`config.mk`:
```
export PLATFORM = sky130hd
export DESIGN_NAME = pwm_decoder
export DESIGN_NICKNAME = d
export VERILOG_FILES = /design/src/rtl/pwm_decoder.sv
export SDC_FILE = /design/constraint.sdc
export NUM_CORES = 1
export LEC_CHECK = 0
export CAP_MARGIN = 20
export CORE_UTILIZATION = 36
export CTS_CLUSTER_SIZE = 14
export DETAILED_ROUTE_END_ITERATION = 16
export PLACE_DENSITY = 0.57
export SETUP_SLACK_MARGIN = 0.15
export SLEW_MARGIN = 10
export SYNTH_ARGS = -nofsm -noshare
export SYNTH_HDL_FRONTEND = slang
export SYNTH_SLANG_ARGS = --single-unit
```
`constraint.sdc`:
```
create_clock -name clk -period 1.7 [get_ports clk]
set_clock_uncertainty 0.15 [all_clocks]
set_input_delay 0.34 -clock clk [delete_from_list [all_inputs] [get_ports clk]]
set_output_delay 0.34 -clock clk [all_outputs]
set_load 0.03 [all_outputs]
```
`src/rtl/pwm_decoder.sv`:
```
// pwm_decoder: measures per-period high time and period of an async PWM input, flags loss of signal
module pwm_decoder #(
  parameter int CNT_W   = 7,
  parameter int TIMEOUT = 100
) (
  input  logic             clk,
  input  logic             reset,
  input  logic             pwm_in,
  output logic [CNT_W-1:0] high_cnt,
  output logic [CNT_W-1:0] period_cnt,
  output logic             valid,
  output logic             no_signal,
  output logic             level
);
  typedef enum logic [1:0] {IDLE, HIGH, LOW} state_t;
  localparam logic [CNT_W-1:0] ONE = CNT_W'(1);
  localparam logic [CNT_W-1:0] TMO = CNT_W'(TIMEOUT);
  state_t r_state, w_state_nxt;
  logic r_ff1, r_s, r_s_prev, r_valid, r_no_signal;
  logic [CNT_W-1:0] r_hc, r_pc, r_high_cnt, r_period_cnt, w_hc_nxt, w_pc_nxt;
  logic w_rise, w_fall, w_tmo, w_report;
  assign w_rise     = r_s & ~r_s_prev;
  assign w_fall     = ~r_s & r_s_prev;
  assign w_tmo      = (r_state != IDLE) && (r_pc == TMO) && !w_rise;
  assign w_report   = (r_state == LOW) && w_rise;
  assign high_cnt   = r_high_cnt;
  assign period_cnt = r_period_cnt;
  assign valid      = r_valid;
  assign no_signal  = r_no_signal;
  assign level      = r_s;
  always_ff @(posedge clk)
    if (reset) r_state <= IDLE;
    else r_state <= w_state_nxt;
  // a rise cannot occur while in HIGH, so rise always (re)starts a measurement
  always_comb begin
    w_state_nxt = w_rise ? HIGH : w_tmo ? IDLE : (w_fall && r_state == HIGH) ? LOW : r_state;
    w_hc_nxt    = w_rise ? ONE : (r_state == HIGH && r_s) ? r_hc + ONE : r_hc;
    w_pc_nxt    = w_rise ? ONE : (r_state != IDLE && !w_tmo) ? r_pc + ONE : r_pc;
  end
  always_ff @(posedge clk)
    if (reset) begin
      r_ff1        <= 1'b0;
      r_s          <= 1'b0;
      r_s_prev     <= 1'b0;
      r_hc         <= '0;
      r_pc         <= '0;
      r_high_cnt   <= '0;
      r_period_cnt <= '0;
      r_valid      <= 1'b0;
      r_no_signal  <= 1'b1;
    end else begin
      r_ff1        <= pwm_in;
      r_s          <= r_ff1;
      r_s_prev     <= r_s;
      r_hc         <= w_hc_nxt;
      r_pc         <= w_pc_nxt;
      r_valid      <= w_report;
      r_high_cnt   <= w_report ? r_hc : r_high_cnt;
      r_period_cnt <= w_report ? r_pc : r_period_cnt;
      r_no_signal  <= w_report ? 1'b0 : w_tmo ? 1'b1 : r_no_signal;
    end
endmodule

```
==> qor.txt <==
layout cells sized above 1 -> 0.216
GRT Util Overall -> 0.170
Post-synth top flop -> dfxtp_1
flops & latches, synth -> 35
number of buffers created by CTS -> 5
Hold EP -> level$_SDFF_PP0_
Post-Syn Area -> 1470 um2
critical path's slowest cell -> clkdlybuf4s15_1
# IOs -> 20
fin worst setup slack -> 182 ps
Cells after Synth -> 168
unrepaired setup endpoints after global routing -> true
clock latency on the worst-skew pair -> 290 ps
r2r endpoint -> r_pc[6]$_SDFFE_PP0P_
number of cells on the critical path -> 1
total power per unit cell area -> 838 nW/um2
post-synthesis cell type count -> 36
Cell Rows -> 22
Slew Viols, Final -> 0
gr ovfl total -> 0
die width -> 66.0 um
pre-CTS setup slack -> 48.3 ps
Critical Path RT -> 1210 ps
clock sink count -> 35
CP max FO -> 3
largest net degree at the start of global routing -> 16
sequential cell area fraction in the yosys report -> 0.476
first-pass iteration count of the detailed router -> 4
Max Fclk -> 659 MHz
Max VDD drop -> 0.000366 V
H-Tree Depth -> 2
# diodes -> 0
cts-stage hold buffer count -> 0
max_slew headroom -> 0.772
CTS tree -> done
Die H -> 66.0 um
initial antenna violation count -> 0
vias in the first global route -> 1160
Worst setup SP type -> register
fraction of registers with async set/reset -> 0
Root Driver -> clkbuf_8
Mapped Nets -> 174
WL/cell -> 13.1 um
Arr. time, crit path -> 1030 ps
Clk pin slew, worst setup/hold paths -> 70 ps
P_leak -> 0.740 nW
status -> completed
Ys Warns -> 0
initial drt markers -> 53
Crit. End Element -> output port
DP HPWL -> 2210 um
Setup Total Neg Slack -> 0 ps
Register-to-Register Setup Slack -> 210 ps
Worst R2R Start -> r_pc[1]$_SDFFE_PP0P_
Fin Hold WS -> 296 ps
Syn Area/Cell -> 8.77 um2
CP top delay family -> buffers and inverters
Core Region -> 3800 um2
DRC -> 0
vias -> 1283
WP buf/inv -> 1
max cap viols -> 0
R2R cell count -> 4
Routed WL -> 3250 um
Fin. Hold Viols -> 0
Final nets -> 204
PortBufs -> 19
CTS Buffer Depth -> 2
number of routed nets with antenna violations -> 0
Die ar. -> 4350 um2
GP Congestion -> 0.776
worst min-delay path category -> reg -> reg
final setup vio count -> 0
final worst path period share -> 0.893
P&R area growth vs syn -> 31.8%
crit path kind -> reg -> out
Vias per Instance -> 5.19
Starting Density -> 0.388
CP cell instances -> clkdlybuf4s15_1
crit-path max cell delay -> 380 ps
WHS Path Cells -> 1
EDFF count, synth -> 0
hold path startpoint -> r_ff1$_SDFF_PP0_
first-pass GRT wire length -> 5420 um
Tightest Pin Transition -> 341 ps
Tmin final -> 1520 ps
cell families after synthesis:
family                     count (synthesis)  synth area share
AOI/OAI and AO/OA                         43             0.175
xor gates and xnor gates                   3            0.0178
adders and majority gates                  3            0.0255
buffers and inverters                     13            0.0399
DFF                                       35             0.476
muxes                                      2            0.0136
and+or+nand+nor                           69             0.252
cell type report:
| cell class | count | area [um2] |
|---|---|---|
| fill | 364 | 1860 |
| timing repair buffer | 32 | 285 |
| tap | 48 | 60.1 |
| multi-input combinational | 120 | 764 |
| inverter | 4 | 15.0 |
| clock buffer | 7 | 96.3 |
| clock inverter | 1 | 7.51 |
| sequential | 35 | 712 |
worst reg2reg max path, delay by kind of cell (launching register included):
family	cells	cell delay (ps)
AND/OR/NAND/NOR	1	380
adder cells (fa/ha/maj)	1	200
AO/OA/AOI/OAI	2	320
flip-flops	1	380
layer usage:
| layer | track usage | part of all wire |
|---|---|---|
| met5 | 0 | 0 |
| met4 | 0.0931 | 0.029 |
| met3 | 0.0638 | 0.048 |
| met2 | 0.253 | 0.44 |
| met1 | 0.211 | 0.48 |
where the power goes:
group / internal (mW) / total [mW] / switching [mW]
registers: 0.832 / 0.843 / 0.0114
clock network: 0.368 / 0.668 / 0.300
logic: 0.0533 / 0.115 / 0.0621
synth_stat cells, drive strengths merged, types with 3 or more instances:
cell	n	area (um2)
buf	6	32.5
nand2	34	128
or3	4	25.0
o21ai	6	30.0
clkbuf	3	11.3
nand3	4	20.0
ha	3	37.5
dfxtp	35	701
nor2b	6	37.5
nor2	5	18.8
xor2	3	26.3
inv	4	15.0
a21oi	25	133
timing repair:
action	CTS	global route
resized for setup	25	24
hold endpoints to repair	0	0
pin swaps	1	1
buffers inserted	1	2
endpoints found under the setup margin	24	16
how the worst max path moves through the flow:
stage,start,endpoint,slack [ps]
after floorplan,r_pc[0]$_SDFFE_PP0P_,r_pc[0]$_SDFFE_PP0P_,180
after global placement,r_pc[1]$_SDFFE_PP0P_,r_pc[6]$_SDFFE_PP0P_,170
after detailed placement,r_pc[0]$_SDFFE_PP0P_,r_pc[0]$_SDFFE_PP0P_,50
after CTS,no_signal$_SDFFE_PP1P_,no_signal,150
after global routing,r_pc[0]$_SDFFE_PP0P_,r_pc[3]$_SDFFE_PP0P_,130
final,no_signal$_SDFFE_PP1P_,no_signal,180
state kept, by name, indices dropped and copies added (netlist names):
| register | flops |
|---|---|
| r_hc | 7 |
| valid | 1 |
| level | 1 |
| high_cnt | 7 |
| r_ff1 | 1 |
| no_signal | 1 |
| period_cnt | 7 |
| r_pc | 7 |
| r_state | 2 |
| r_s_prev | 1 |
through the flow:
step / utilization / std cells / power [mW] / area [um2]
global route: 0.511 / 247 / 1.70 / 1940
finish: 0.511 / 247 / 1.63 / 1940
floorplan: - / 168 / 0.916 / 1470
CTS: 0.493 / 245 / 1.63 / 1870
detailed placement: 0.465 / 236 / 0.959 / 1770
global placement: 0.465 / 236 / 0.956 / 1770
layout by cell type, fill, tap and decap left out, types with 6 or more instances in the layout:
cell type and count:
buf_4 11, dfxtp_2 6, dlygate4sd2_1 7, dfxtp_1 28, clkbuf_8 7, nand2_1 34, a21oi_1 22, clkdlybuf4s15_1 8
Power figures use the tool's default switching activity.
